[src/rtl/cim_pkg.sv]
// Shared definitions for the CIM macro controller and its op scheduler.
package cim_pkg;

  typedef enum logic [1:0] {
    OP_NOP = 2'b00,
    OP_RD  = 2'b01,
    OP_WR  = 2'b10,
    OP_CIM = 2'b11
  } op_e;

  typedef enum logic [1:0] {
    IDLE  = 2'b00,
    ISSUE = 2'b01,
    WAIT  = 2'b10,
    RESP  = 2'b11
  } state_e;

  // Host (owner 0) has no CIM capability; NOP is never a legal command.
  function automatic logic is_illegal(input op_e op, input logic owner);
    return (op == OP_NOP) || (!owner && (op == OP_CIM));
  endfunction

endpackage

[src/rtl/cim_rr_arb2.sv]
// Two-way round-robin arbiter: favours the requester that was not granted last.
module cim_rr_arb2 (
  input  logic       clk,
  input  logic       rst,
  input  logic [1:0] valid,
  input  logic       accept,
  output logic [1:0] grant_c
);

  logic ptr_q;
  logic pref;

  assign pref = ~ptr_q;

  always_comb begin
    grant_c = 2'b00;
    if (valid[pref]) begin
      grant_c[pref] = 1'b1;
    end else if (valid[ptr_q]) begin
      grant_c[ptr_q] = 1'b1;
    end
  end

  always_ff @(posedge clk) begin
    if (rst) begin
      ptr_q <= 1'b0;
    end else if (accept && (|grant_c)) begin
      ptr_q <= grant_c[1];
    end
  end

endmodule

[src/rtl/cim_op_sched.sv]
// Round-robin command scheduler in front of the CIM macro controller:
// grants one requester, issues the op, waits out busy and returns a response.
module cim_op_sched #(
  parameter int unsigned ADDR_W  = 6,
  parameter int unsigned DATA_W  = 16,
  parameter int unsigned CIM_W   = 32,
  parameter int unsigned TIMEOUT = 31
) (
  input  logic                   clk,
  input  logic                   rst,
  input  logic [1:0]             r_valid,
  output logic [1:0]             r_ready,
  input  logic [1:0][1:0]        r_op,
  input  logic [1:0][ADDR_W-1:0] r_addr,
  input  logic [1:0][DATA_W-1:0] r_wdata,
  output logic [1:0]             rsp_valid,
  output logic                   rsp_err,
  output logic [CIM_W-1:0]       rsp_data,
  output logic [1:0]             ctl_r_w_cim,
  output logic                   ctl_start,
  input  logic                   ctl_busy,
  input  logic                   ctl_rd_data_enable,
  input  logic                   ctl_cim_data_enable,
  output logic [ADDR_W-1:0]      mac_addr,
  output logic [DATA_W-1:0]      mac_wdata,
  input  logic [DATA_W-1:0]      mac_rdata,
  input  logic [CIM_W-1:0]       mac_cim_out,
  output logic                   sched_idle
);
  import cim_pkg::*;

  localparam int unsigned WD_W = $clog2(TIMEOUT + 1);

  state_e              state_q, state_d;
  op_e                 op_q, op_d;
  logic                owner_q, owner_d;
  logic [ADDR_W-1:0]   addr_q, addr_d;
  logic [DATA_W-1:0]   wdata_q, wdata_d;
  logic                err_q, err_d;
  logic [WD_W-1:0]     wd_q, wd_d;
  logic [CIM_W-1:0]    cap_q, cap_d;
  logic                cap_done_q, cap_done_d;

  logic                ctl_start_d;
  logic [1:0]          ctl_op_d;
  logic [ADDR_W-1:0]   mac_addr_d;
  logic [DATA_W-1:0]   mac_wdata_d;
  logic [1:0]          rsp_valid_d;
  logic                rsp_err_d;
  logic [CIM_W-1:0]    rsp_data_d;

  logic                accept_c;
  logic [1:0]          grant_c;
  logic                gnt_idx_c;
  logic                done_c;
  logic                drive_c;

  assign accept_c   = (state_q == IDLE) && (|r_valid) && !ctl_busy;
  assign gnt_idx_c  = grant_c[1];
  assign r_ready    = accept_c ? grant_c : 2'b00;
  assign sched_idle = (state_q == IDLE) && (r_valid == 2'b00);

  cim_rr_arb2 u_arb (
    .clk     (clk),
    .rst     (rst),
    .valid   (r_valid),
    .accept  (accept_c),
    .grant_c (grant_c)
  );

  // Next-state, command latch, capture and registered-output computation.
  always_comb begin
    state_d    = state_q;
    op_d       = op_q;
    owner_d    = owner_q;
    addr_d     = addr_q;
    wdata_d    = wdata_q;
    err_d      = err_q;
    wd_d       = wd_q;
    cap_d      = cap_q;
    cap_done_d = cap_done_q;
    rsp_data_d = rsp_data;
    done_c     = 1'b0;

    unique case (state_q)
      IDLE: begin
        if (accept_c) begin
          owner_d = gnt_idx_c;
          op_d    = op_e'(r_op[gnt_idx_c]);
          addr_d  = r_addr[gnt_idx_c];
          wdata_d = r_wdata[gnt_idx_c];
          err_d   = is_illegal(op_e'(r_op[gnt_idx_c]), gnt_idx_c);
          state_d = err_d ? RESP : ISSUE;
        end
      end
      ISSUE: begin
        wd_d       = '0;
        cap_d      = '0;
        cap_done_d = 1'b0;
        state_d    = WAIT;
      end
      WAIT: begin
        wd_d = wd_q + WD_W'(1);
        if ((op_q == OP_RD) && ctl_rd_data_enable) begin
          cap_d      = CIM_W'(mac_rdata);
          cap_done_d = 1'b1;
        end
        // Only the first CIM result of an op is kept.
        if ((op_q == OP_CIM) && ctl_cim_data_enable && !cap_done_q) begin
          cap_d      = mac_cim_out;
          cap_done_d = 1'b1;
        end
        done_c = (op_q == OP_WR) || cap_done_d;
        if (!ctl_busy && done_c) begin
          state_d    = RESP;
          err_d      = 1'b0;
          rsp_data_d = cap_d;
        end else if (wd_q == WD_W'(TIMEOUT - 1)) begin
          state_d = RESP;
          err_d   = 1'b1;
        end
      end
      RESP: begin
        state_d = IDLE;
      end
      default: begin
        state_d = IDLE;
      end
    endcase

    drive_c     = (state_d == ISSUE) || (state_d == WAIT);
    ctl_start_d = (state_d == ISSUE);
    ctl_op_d    = drive_c ? op_d : OP_NOP;
    mac_addr_d  = drive_c ? addr_d : '0;
    mac_wdata_d = drive_c ? wdata_d : '0;
    rsp_valid_d = (state_d == RESP) ? (owner_d ? 2'b10 : 2'b01) : 2'b00;
    rsp_err_d   = (state_d == RESP) && err_d;
  end

  always_ff @(posedge clk) begin
    if (rst) begin
      state_q     <= IDLE;
      op_q        <= OP_NOP;
      owner_q     <= 1'b0;
      addr_q      <= '0;
      wdata_q     <= '0;
      err_q       <= 1'b0;
      wd_q        <= '0;
      cap_q       <= '0;
      cap_done_q  <= 1'b0;
      ctl_start   <= 1'b0;
      ctl_r_w_cim <= 2'b00;
      mac_addr    <= '0;
      mac_wdata   <= '0;
      rsp_valid   <= 2'b00;
      rsp_err     <= 1'b0;
      rsp_data    <= '0;
    end else begin
      state_q     <= state_d;
      op_q        <= op_d;
      owner_q     <= owner_d;
      addr_q      <= addr_d;
      wdata_q     <= wdata_d;
      err_q       <= err_d;
      wd_q        <= wd_d;
      cap_q       <= cap_d;
      cap_done_q  <= cap_done_d;
      ctl_start   <= ctl_start_d;
      ctl_r_w_cim <= ctl_op_d;
      mac_addr    <= mac_addr_d;
      mac_wdata   <= mac_wdata_d;
      rsp_valid   <= rsp_valid_d;
      rsp_err     <= rsp_err_d;
      rsp_data    <= rsp_data_d;
    end
  end

endmodule

[config.mk]
export PLATFORM = sky130hd
export DESIGN_NAME = cim_op_sched
export DESIGN_NICKNAME = d
export VERILOG_FILES = /design/src/rtl/cim_pkg.sv /design/src/rtl/cim_rr_arb2.sv /design/src/rtl/cim_op_sched.sv
export SDC_FILE = /design/constraint.sdc
export NUM_CORES = 1
export LEC_CHECK = 0
export ABC_AREA = 1
export CORE_MARGIN = 5
export CORE_UTILIZATION = 42
export DETAILED_ROUTE_END_ITERATION = 10
export PLACE_DENSITY = 0.74
export RECOVER_POWER = 100
export SLEW_MARGIN = 20
export SYNTH_ARGS = -nofsm -noshare
export SYNTH_HDL_FRONTEND = slang
export SYNTH_SLANG_ARGS = --single-unit
[constraint.sdc]
create_clock -name clk -period 2.4 [get_ports clk]
set_clock_uncertainty 0.2 [all_clocks]
set_input_delay 0.48 -clock clk [delete_from_list [all_inputs] [get_ports clk]]
set_output_delay 0.48 -clock clk [all_outputs]
set_load 0.01 [all_outputs]
==> results of run 1 <==
==> synthesized netlist by cell type (2+ instances only) <==
cell type  count
inv_1         44
dfxtp_1      127
o21ai_0       46
nor2_1        96
nand2_1      302
nor2_2         2
clkbuf_1      19
buf_1          4
nand3_2        2
inv_2          3
ha_1           7
buf_2         16
o21ai_1       19
nand4_1        2
a21oi_1       71
buf_4          4
nand3_1        5
==> where the power goes <==
part	switching [mW]	total [mW]	internal (mW)	leakage, nW
combinational	1.04	1.91	0.864	1.81
sequential	0.0710	2.37	2.30	1.03
clock	0.996	2.75	1.75	0.309
==> sequential cells by signal (all words and copies together), names as in the netlist, 2 cells and up <==
register	count
op_q	2
rsp_valid	2
mac_addr	6
ctl_r_w_cim	2
wdata_q	16
state_q	2
cap_q	32
addr_q	6
wd_q	5
rsp_data	32
mac_wdata	16
==> cell families after synthesis <==
| group | share of synthesized area (%) |
|---|---|
| simple gates | 29.98 |
| compound gates | 13.31 |
| flops | 47.63 |
| buf+inv | 7.267 |
| fa+ha+maj | 1.641 |
| xor+xnor | 0.1641 |
==> worst paths after layout <==
kind	start	to	slack (ns)	cells past startpoint
max	r_valid[0]	r_ready[1]	0.09	6
min	rsp_data[3]	rsp_data[3]	0.26	2
max reg2reg	state_q[1]	mac_addr[3]	0.22	11
min reg2reg	rsp_data[3]	rsp_data[3]	0.26	2
==> through the flow <==
stage	hold WS, ns	cells
floorplan	0.2454	780
global placement	0.2522	1107
detailed placement	0.2545	1107
CTS	0.2306	1139
global route	0.2768	1142
finish	0.2613	1142
==> layout make-up <==
type	instances	area share (%)
inverters	48	2.285
clock inverters	15	2.598
well taps	172	2.692
clock buffers	17	5.322
repair buffers	202	24.59
flip-flops and latches	127	31.80
multi-input cells	561	30.71
==> per-layer routing <==
metal | wire length (um) | vias up
met5 | 0 | -
met4 | 232 | 0
met3 | 1478 | 17
met2 | 6904 | 181
met1 | 6748 | 2388
li1 | - | 2791
==> repair_timing <==
item | 4_1_cts | 5_1_grt
endpoints found under the setup margin | 3 | 26
cloned | 0 | 2
pin swaps | 0 | 5
buffers inserted | 0 | 1
resized for setup | 4 | 13
==> critical path: stages <==
cell	delay, ns
clkdlybuf4s50_1	0.47
inv_1	0.05
nand2_2	0.10
nand3_4	0.13
nor2_2	0.13
clkdlybuf4s15_1	0.26
==> summary.txt, run 1 <==
Global routing
  • Tot GR Track Use: between 20% and 30%
  • Initial antenna violation count: 0
  • Maximum number of pins on one net before global-route repair: 44
  • First-pass GRT wire length: 24.05 mm
  • Met3 Track Usage GR: between 8 and 9%
  • Grt ovf: 0
  • Grt met2 use: between 30% and 40%
  • Gr busiest metal: met2
  • Met1 usage: between 20 and 30%
  • Vias in the first global route: between 5k and 6k

Critical path
  • CP endpoint kind: primary output
  • CP required: 1.72 ns
  • Startpoint types: primary input
  • Maximum fanout along the worst path: 5
  • Arr. time, crit path: around 1.6 ns
  • WS Path Type: in -> out

STA
  • Setup WS post-layout: about 0.095 ns
  • RSZ-0062 raised after global routing: no
  • Highest Clock Rate: approximately 430 MHz
  • Setup TNS: 0 ns
  • Worst-margin pin slew: 0.6644 ns
  • Hold Fails Final Rpt: 0
  • Crit path time final: ~2.3 ns
  • Count of pins over their slew limit: 0
  • Number of setup violations in the final report: 0
  • Max-slew headroom: between 50% and 60%
  • Crit share post-route: a little over nine tenths

Finish
  • Most frequent cells in the layout: nand2_1, clkdlybuf4s50_1, dfxtp_1
  • Commonest non-fill, non-tap cell in the layout: nand2_1
  • Antenna Cells: 0
  • Storage element area: ~2500 um^2
  • FILL cells: ~1.1k
  • Core Util, Final: between 60% and 70%
  • Fin area: between 7000 and 8000 um^2
  • Number of nets in the layout: approximately 1.1k
  • Synth-to-layout area growth: 49.77%
  • Share of post-route cells with drive strength above 1: 8.866%
  • Multi-input logic area: 2455 um^2

Run status
  • Status: completed

Placement
  • Gpl congestion: 0.8501
  • Hpwl dp: approximately 10 mm
  • Pre-CTS setup slack: -0.3431 ns
  • Port Buf Inserts: ~170
  • Placed Area: around 7300 um^2

Synthesis
  • Register bit total from synthesis: 127
  • Top-area cell type share of the netlist area: between 40% and 50%
  • Seq/Total Area, Yosys: 47.63%
  • Ys async rst share: 0%
  • Most used DFF post-synth: dfxtp_1
  • YS warnings: 0
  • Post-synth EDFFs: 0
  • Synth cell types: 28
  • Mapped Cells: just under 800
  • Mapped Area: 5338 um^2
  • Avg Cell Area, Syn: 6.843 um^2
  • Synth area leaders: dfxtp_1, nand2_1, nor2_1
  • Net count after synthesis: ~900
  • Area leader, netlist: dfxtp_1

Clocking
  • # H-tree levels: 4
  • CTS tree: done
  • CTS Buffer Depth: 2
  • Clock buffer count from CTS: 17
  • Worst-path clk slew: approximately 0.06 ns
  • Worst-Skew Late Latency: about 0.41 ns
  • Cts hold-fix bufs: 0
  • Clock Sinks: roughly 130
  • Root Driver: clkbuf_16

Die
  • Die area: 15060 um^2
  • Boundary pin count: ~170
  • Core ar.: between 10000 and 15000 um^2
  • Row cnt: 41
  • Starting Density: between 40% and 50%
  • Die Y: 122.7 um
  • Die width: approximately 120 um

Drt
  • First-pass detailed-route iteration total: 5
  • Antenna viol nets, final: 0
  • Via count: between 5k and 6k
  • DRC: 0
  • Routed len/inst: 13.45 um
  • Final WL: 15.36 mm
  • Via-to-Cell Ratio: roughly 4.7
  • Drt first-iter violations: between 400 and 500

Hold path
  • Hold Crit Class: reg -> reg

Power and ir drop
  • Max rail drop VDD: approximately 0.47 mV
  • Pwr/cell area: between 800 and 900 nW/um^2
  • Total power: about 7 mW
  • Static Leak: ~3.1 nW

Flow run
  • Max Cap Viol: 0
Note: power is estimated with default switching activity, not from simulation.
==> inputs of run 2 (changes only) <==
--- a/config.mk
+++ b/config.mk
@@ -6,6 +6,7 @@
 export NUM_CORES = 1
 export LEC_CHECK = 0
 export ABC_AREA = 1
+export CAP_MARGIN = 15
 export CORE_MARGIN = 5
 export CORE_UTILIZATION = 42
 export DETAILED_ROUTE_END_ITERATION = 10
==> results of run 2 <==
No change in the layout: final DEF, timing and power equal those of run 1.
